<file path="config.mk">
export PLATFORM = sky130hd
export DESIGN_NAME = clock_time_setter
export DESIGN_NICKNAME = d
export VERILOG_FILES = /design/src/rtl/clock_pkg.sv /design/src/rtl/key_debounce.sv /design/src/rtl/clock_time_setter.sv
export SDC_FILE = /design/constraint.sdc
export NUM_CORES = 1
export LEC_CHECK = 0
export ABC_AREA = 0
export CAP_MARGIN = 5
export CORE_MARGIN = 5
export CORE_UTILIZATION = 50
export CTS_CLUSTER_SIZE = 40
export DETAILED_ROUTE_END_ITERATION = 8
export HOLD_SLACK_MARGIN = 0.02
export PLACE_DENSITY = 0.69
export REMOVE_ABC_BUFFERS = 1
export SLEW_MARGIN = 20
export SYNTH_ARGS = -nofsm -noshare
export SYNTH_HDL_FRONTEND = slang
export SYNTH_SLANG_ARGS = --single-unit
</file>
<file path="constraint.sdc">
create_clock -name clk -period 2.83 [get_ports clk]
set_input_delay 0.4245 -clock clk [delete_from_list [all_inputs] [get_ports clk]]
set_output_delay 0.4245 -clock clk [all_outputs]
set_load 0.02 [all_outputs]
</file>
<file path="src/rtl/clock_pkg.sv">
// clock_pkg: shared definitions for the digital clock (core, display, time setter).
//   - Field widths and wrap limits for hour/minute/second.
//   - field_e: selected-field encoding used by the display blink logic.
//   - step_wrap(): +1/-1 on a time field with wrap at 0 and max.
package clock_pkg;

  localparam int unsigned HOUR_W = 5;
  localparam int unsigned MS_W   = 6;

  localparam logic [5:0] HOUR_MAX = 6'd23;
  localparam logic [5:0] MIN_MAX  = 6'd59;
  localparam logic [5:0] SEC_MAX  = 6'd59;

  typedef enum logic [1:0] {
    FIELD_NONE = 2'd0,
    FIELD_HOUR = 2'd1,
    FIELD_MIN  = 2'd2,
    FIELD_SEC  = 2'd3
  } field_e;

  // Hours are passed zero-extended to 6 bits so one helper serves all fields.
  function automatic logic [5:0] step_wrap(input logic [5:0] v, input logic [5:0] max,
                                           input logic up);
    if (up) return (v >= max) ? 6'd0 : v + 6'd1;
    else    return (v == 6'd0) ? max : v - 6'd1;
  endfunction

endpackage

</file>
<file path="src/rtl/key_debounce.sv">
// key_debounce: 2-FF synchroniser, stable-level debouncer and press-event generator
// for one active-low push-button.
//   clk, rst_n  clock, asynchronous active-low reset
//   i_key_n     raw button level, active-low
//   o_press     one-cycle pulse on each accepted press (and on auto-repeat ticks
//               when REPEAT_EN is set)
// Parameters: DEB_CYC stable cycles before a level is accepted; REPEAT_EN enables
// hold-to-repeat with HOLD_CYC initial delay and RATE_CYC repeat period.
module key_debounce #(
  parameter int unsigned DEB_CYC   = 2,
  parameter bit          REPEAT_EN = 1'b0,
  parameter int unsigned HOLD_CYC  = 500,
  parameter int unsigned RATE_CYC  = 100
) (
  input  logic clk,
  input  logic rst_n,
  input  logic i_key_n,
  output logic o_press
);

  localparam int unsigned DEB  = (DEB_CYC  == 0) ? 1 : DEB_CYC;
  localparam int unsigned HOLD = (HOLD_CYC == 0) ? 1 : HOLD_CYC;
  localparam int unsigned RATE = (RATE_CYC == 0) ? 1 : RATE_CYC;
  localparam int unsigned CW   = $clog2(DEB + 1);
  localparam int unsigned RW   = $clog2(((HOLD > RATE) ? HOLD : RATE) + 1);

  logic [1:0]    r_sync;
  logic          r_level;
  logic [CW-1:0] r_cnt;
  logic          r_press;
  logic [RW-1:0] r_rep_cnt;
  logic          r_rep_phase;
  logic          w_accept;
  logic          w_rep;

  // Accept on the DEB-th consecutive cycle the synced level differs from r_level.
  assign w_accept = (r_sync[1] != r_level) && (r_cnt == CW'(DEB - 1));
  assign w_rep    = REPEAT_EN && !r_level &&
                    (r_rep_cnt == (r_rep_phase ? RW'(RATE - 1) : RW'(HOLD - 1)));

  always_ff @(posedge clk or negedge rst_n) begin
    if (!rst_n) begin
      r_sync      <= 2'b11;
      r_level     <= 1'b1;
      r_cnt       <= '0;
      r_press     <= 1'b0;
      r_rep_cnt   <= '0;
      r_rep_phase <= 1'b0;
    end else begin
      r_sync <= {r_sync[0], i_key_n};

      if (r_sync[1] == r_level) begin
        r_cnt <= '0;
      end else if (w_accept) begin
        r_level <= r_sync[1];
        r_cnt   <= '0;
      end else begin
        r_cnt <= r_cnt + CW'(1);
      end

      r_press <= (w_accept && !r_sync[1]) || w_rep;

      if (!REPEAT_EN || r_level) begin
        r_rep_cnt   <= '0;
        r_rep_phase <= 1'b0;
      end else if (w_rep) begin
        r_rep_cnt   <= '0;
        r_rep_phase <= 1'b1;
      end else begin
        r_rep_cnt <= r_rep_cnt + RW'(1);
      end
    end
  end

  assign o_press = r_press;

endmodule

</file>
<file path="src/rtl/clock_time_setter.sv">
// clock_time_setter: push-button time-setting front end for the digital clock.
// Debounces three keys, runs the edit FSM (hour -> minute -> second -> commit) and
// writes the edited time back to the clock core with a one-cycle load strobe.
//   clk, rst_n                 clock, asynchronous active-low reset
//   i_key_mode/inc/dec         raw buttons, active-low
//   i_cur_hour/min/sec         running time from the clock core
//   o_set_hour/min/sec         edited time
//   o_load                     one-cycle strobe, core loads o_set_*
//   o_setting                  high while editing (core holds its count)
//   o_field_sel                field being edited (clock_pkg::field_e)
//   o_blink                    square wave while editing, else 0
// Build option: define AUTO_REPEAT_EN to make held inc/dec keys auto-repeat
// (after 500 ms, at 10 Hz).
module clock_time_setter
  import clock_pkg::*;
#(
  parameter int unsigned CLK_FREQ    = 25_000_000,
  parameter int unsigned DEBOUNCE_MS = 20,
  parameter int unsigned TIMEOUT_S   = 10,
  parameter int unsigned BLINK_HZ    = 2
) (
  input  logic              clk,
  input  logic              rst_n,
  input  logic              i_key_mode,
  input  logic              i_key_inc,
  input  logic              i_key_dec,
  input  logic [HOUR_W-1:0] i_cur_hour,
  input  logic [MS_W-1:0]   i_cur_min,
  input  logic [MS_W-1:0]   i_cur_sec,
  output logic [HOUR_W-1:0] o_set_hour,
  output logic [MS_W-1:0]   o_set_min,
  output logic [MS_W-1:0]   o_set_sec,
  output logic              o_load,
  output logic              o_setting,
  output logic [1:0]        o_field_sel,
  output logic              o_blink
);

  localparam logic [2:0] ST_IDLE   = 3'd0;
  localparam logic [2:0] ST_HOUR   = 3'd1;
  localparam logic [2:0] ST_MIN    = 3'd2;
  localparam logic [2:0] ST_SEC    = 3'd3;
  localparam logic [2:0] ST_COMMIT = 3'd4;

  localparam int unsigned DEB_CYC = (CLK_FREQ / 1000) * DEBOUNCE_MS;
  localparam int unsigned TO_CYC  = (CLK_FREQ * TIMEOUT_S == 0) ? 1 : CLK_FREQ * TIMEOUT_S;
  localparam int unsigned HALF    = (CLK_FREQ / (2 * BLINK_HZ) == 0) ? 1
                                                                     : CLK_FREQ / (2 * BLINK_HZ);
  localparam int unsigned TW      = $clog2(TO_CYC + 1);
  localparam int unsigned BW      = $clog2(HALF + 1);

`ifdef AUTO_REPEAT_EN
  localparam bit REPEAT = 1'b1;
`else
  localparam bit REPEAT = 1'b0;
`endif

  logic [2:0]        r_state;
  logic [HOUR_W-1:0] r_hour;
  logic [MS_W-1:0]   r_min;
  logic [MS_W-1:0]   r_sec;
  logic [TW-1:0]     r_to_cnt;
  logic [BW-1:0]     r_blink_cnt;
  logic              r_blink;

  logic w_mode, w_inc, w_dec;
  logic w_up, w_dn, w_any, w_in_set, w_timeout;
  logic [5:0] w_hour_nxt, w_min_nxt, w_sec_nxt;

  key_debounce #(.DEB_CYC(DEB_CYC), .REPEAT_EN(1'b0), .HOLD_CYC(CLK_FREQ / 2),
                 .RATE_CYC(CLK_FREQ / 10))
    u_deb_mode (.clk(clk), .rst_n(rst_n), .i_key_n(i_key_mode), .o_press(w_mode));
  key_debounce #(.DEB_CYC(DEB_CYC), .REPEAT_EN(REPEAT), .HOLD_CYC(CLK_FREQ / 2),
                 .RATE_CYC(CLK_FREQ / 10))
    u_deb_inc (.clk(clk), .rst_n(rst_n), .i_key_n(i_key_inc), .o_press(w_inc));
  key_debounce #(.DEB_CYC(DEB_CYC), .REPEAT_EN(REPEAT), .HOLD_CYC(CLK_FREQ / 2),
                 .RATE_CYC(CLK_FREQ / 10))
    u_deb_dec (.clk(clk), .rst_n(rst_n), .i_key_n(i_key_dec), .o_press(w_dec));

  // Simultaneous inc+dec cancel; mode takes precedence over both.
  assign w_up      = w_inc && !w_dec && !w_mode;
  assign w_dn      = w_dec && !w_inc && !w_mode;
  assign w_any     = w_mode || w_inc || w_dec;
  assign w_in_set  = (r_state == ST_HOUR) || (r_state == ST_MIN) || (r_state == ST_SEC);
  assign w_timeout = (r_to_cnt == TW'(TO_CYC - 1)) && !w_any;

  always_comb begin
    w_hour_nxt = step_wrap({1'b0, r_hour}, HOUR_MAX, w_up);
    w_min_nxt  = step_wrap(r_min, MIN_MAX, w_up);
    w_sec_nxt  = step_wrap(r_sec, SEC_MAX, w_up);
  end

  always_ff @(posedge clk or negedge rst_n) begin
    if (!rst_n) begin
      r_state     <= ST_IDLE;
      r_hour      <= '0;
      r_min       <= '0;
      r_sec       <= '0;
      r_to_cnt    <= '0;
      r_blink_cnt <= BW'(1);
      r_blink     <= 1'b0;
    end else begin
      unique case (r_state)
        ST_IDLE: if (w_mode) begin
          r_state <= ST_HOUR;
          r_hour  <= i_cur_hour;
          r_min   <= i_cur_min;
          r_sec   <= i_cur_sec;
        end
        ST_HOUR: begin
          if (w_mode)                r_state <= ST_MIN;
          else if (w_timeout)        r_state <= ST_IDLE;
          else if (w_up || w_dn)     r_hour  <= w_hour_nxt[HOUR_W-1:0];
        end
        ST_MIN: begin
          if (w_mode)                r_state <= ST_SEC;
          else if (w_timeout)        r_state <= ST_IDLE;
          else if (w_up || w_dn)     r_min   <= w_min_nxt;
        end
        ST_SEC: begin
          if (w_mode)                r_state <= ST_COMMIT;
          else if (w_timeout)        r_state <= ST_IDLE;
          else if (w_up || w_dn)     r_sec   <= w_sec_nxt;
        end
        ST_COMMIT:                   r_state <= ST_IDLE;
        default:                     r_state <= ST_IDLE;
      endcase

      // Any accepted press restarts the inactivity timer.
      if (!w_in_set || w_any) r_to_cnt <= '0;
      else                    r_to_cnt <= r_to_cnt + TW'(1);

      if (r_state == ST_IDLE) begin
        r_blink_cnt <= BW'(1);
        r_blink     <= 1'b0;
      end else if (w_in_set) begin
        if (r_blink_cnt == BW'(HALF)) begin
          r_blink_cnt <= BW'(1);
          r_blink     <= !r_blink;
        end else begin
          r_blink_cnt <= r_blink_cnt + BW'(1);
        end
      end
    end
  end

  assign o_set_hour  = r_hour;
  assign o_set_min   = r_min;
  assign o_set_sec   = r_sec;
  assign o_load      = (r_state == ST_COMMIT);
  assign o_setting   = w_in_set;
  assign o_field_sel = w_in_set ? r_state[1:0] : FIELD_NONE;
  assign o_blink     = w_in_set && r_blink;

endmodule

</file>
==> impl_metrics.py <==
metrics = {
    "status": {
        "outcome": "completed",
    },
    "setup_path": {
        "cp-end-kind": "output port",
        "r2r_slack_ps": 620,
        "cp.required_ps": 2410,
        "cp.arrival_ps": 2150,
        "cp_top_family": "buffers and inverters",
        "path_cells": "nor2_1 -> or2_2 -> inv_1 -> clkdlybuf4s50_1",
        "path_class": "reg -> out",
        "startpoint_type": "register",
        "cp_num_buf_inv": 2,
        "max_stage_delay_ps": 630,
        "cpMaxStageDelayCell": "clkdlybuf4s50_1",
        "crit_fanout": 13,
    },
    "cells_and_area": {
        "diodes": 0,
        "design_area_um2": 8830,
        "final_util_pct": 58.5,
        "stdcell_count": 1077,
        "drive_gt1_share_pct": 9.00,
        "fillers": 1338,
        "final_nets": 912,
        "syn_to_final_growth_pct": 15.6,
    },
    "logic_synthesis": {
        "synth.area.top_cells": "dfrtp_1 (43%), nor2_1 (7.2%), xnor2_1 (5.5%)",
        "yosysSeqAreaShare_pct": 46.4,
        "ys_ff_latch": 141,
        "synth_top_area_share_pct": 42.9,
        "synthTopCellsByCount": "nor2_1 (147), dfrtp_1 (131), nand2_1 (62)",
        "yosysMostFrequentCell": "nor2_1",
        "syn_inst": 839,
        "synth_largest_area_cell": "dfrtp_1",
        "syn_avg_cell_area_um2": 9.10,
        "synth_ff_type": "dfrtp_1",
        "synth_cell_type_count": 66,
        "yosysWarnings": 0,
        "synth_area_um2": 7640,
        "synthArstFlopShare_pct": 100,
        "synth_edf_count": 0,
    },
    "sta": {
        "fmax_mhz": 388,
        "holdWs_ps": 358,
        "hold_violations": 0,
        "slew_viol_final": 0,
        "rsz0062_at_grt": "no",
        "finClkSkew_ps": 9.35,
        "min_period_over_period_pct": 91.1,
        "fin_tns_setup_ps": 0,
        "worst_pin_slew_ps": 755,
        "setup_ws_ps": 251,
        "finalCriticalPeriod_ps": 2580,
        "relSlewSlack_pct": 49.3,
        "setup_viol": 0,
    },
    "pwr": {
        "p_leak_nw": 3.57,
        "power_density_nw_per_um2": 496,
        "peakVddDrop_uv": 452,
        "finalPower_mw": 4.38,
    },
    "floorplan": {
        "ios": 44,
        "die_area_um2": 17800,
        "die_h_um": 134,
        "start_util_pct": 50.6,
        "fp-row-count": 45,
        "core_area_um2": 15100,
        "die_w_um": 134,
    },
    "placed_design": {
        "dpl.hpwl_um": 10500,
        "io_buffers": 43,
        "gp_congestion": 0.841,
        "placedCellCount": 1044,
        "place_worst_setup_slack_ps": 436,
        "dpl_cell_area_um2": 8230,
    },
    "routing": {
        "wl_per_cell_um": 14.2,
        "drc": 0,
        "drtIter0Drc": 331,
        "drtAntennaViolNets": 0,
        "num_vias": 6009,
        "routed_via_density": 5.58,
        "first_pass_iters": 5,
        "wl_um": 15300,
    },
    "clock_network": {
        "cts-htree-levels": 4,
        "cts_tree": "yes",
        "clkSinkCount": 141,
        "cts_buffer_depth": 2,
        "numCtsBuffers": 17,
        "clk_pin_slew_ps": 60,
        "clk_latency_ps": 420,
        "post_cts_buffers": 0,
        "clk_root_buffer_cell": "clkbuf_16",
    },
    "grt": {
        "grt_first_pass_wirelength_um": 26700,
        "grt_pass1_vias": 5610,
        "grt_max_degree": 63,
        "overflow": 0,
        "antenna_found_initial": 0,
        "grt.total_usage_pct": 18.0,
    },
    "run": {
        "max_cap_viol_count": 0,
    },
    "hold_path": {
        "worstHoldPathType": "reg -> reg",
    },
}
-- registers in the layout (all words and copies together) (netlist names), 2 cells and up --
name / cells
u_deb_inc.r_sync: 2
r_blink_cnt: 23
r_to_cnt: 28
u_deb_mode.r_sync: 2
o_set_hour: 5
u_deb_mode.r_cnt: 19
o_set_min: 6
u_deb_inc.r_cnt: 19
u_deb_dec.r_cnt: 19
o_set_sec: 6
r_state: 3
u_deb_dec.r_sync: 2
-- layout make-up --
type / count / area [um^2] / area share (%)
well taps: 188 / 235 / 2.67
inverters: 25 / 93.8 / 1.06
multi-input cells: 639 / 3850 / 43.7
repair buffers: 52 / 517 / 5.85
clock buffers: 18 / 439 / 4.98
clock inverters: 14 / 144 / 1.63
flip-flops and latches: 141 / 3540 / 40.1
-- kinds of logic (layout without fill, tap and decap cells) --
kind of cell             after synthesis  in the layout  share of synthesized area (%)
AO/OA/AOI/OAI                        101            101                           8.60
XOR/XNOR                              94             94                           10.8
adder cells (fa/ha/maj)               14             14                           2.29
buffers and inverters                 59            109                           3.23
flip-flops                           141            141                           46.4
multiplexers                           7              7                          0.999
AND/OR/NAND/NOR                      423            423                           27.7
-- worst paths after layout --
| check | to | cells past startpoint | from |
|---|---|---|---|
| worst max-delay path | o_setting | 4 | r_state[0] |
| worst min-delay path | u_deb_inc.r_sync[1] | 0 | u_deb_inc.r_sync[0] |
| worst max register to register | r_blink_cnt[20] | 6 | r_blink_cnt[0] |
| worst min register to register | u_deb_inc.r_sync[1] | 0 | u_deb_inc.r_sync[0] |
| max in group asynchronous | u_deb_inc.r_level | 3 | rst_n |
| min in group asynchronous | o_set_min[5] | 2 | rst_n |
-- metal layers --
layer / vias to the layer above / GRT usage (%) / part of all wire, %
met2: 118 / 28.8 / 46
met4: 0 / 5.54 / 1.2
met3: 17 / 4.42 / 4.3
met5: - / 0 / 0
li1: 2997 / - / -
met1: 2877 / 24.4 / 48
-- timing repair --
item	in CTS	in global routing
setup endpoints to repair	1	1
gates resized for setup	1	2
endpoints found under the hold margin	53	0
hold buffers	1	0
-- cell usage in the layout, fill, tap and decap left out, types with 8 or more instances in the layout --
cell type        instances
nor3_1                  30
and4_1                   8
xor2_1                  46
nor2_1                 147
nand4_1                 29
nand3_1                 57
nor4_1                  13
or2_2                    8
clkbuf_16               17
dfstp_2                 10
dfrtp_1                129
clkdlybuf4s50_1         41
nand2_1                 62
inv_1                   25
o21ai_0                 24
a31oi_1                  9
nor2b_1                  9
a21oi_1                 26
ha_1                    14
and3_1                  17
xnor2_1                 48
-- power by group --
group | total [mW] | switching, mW | internal (mW)
registers | 2.06 | 0.0200 | 2.04
clock network | 2.19 | 0.868 | 1.32
logic | 0.131 | 0.0762 | 0.0547
Note: power is estimated with default switching activity, not from simulation.
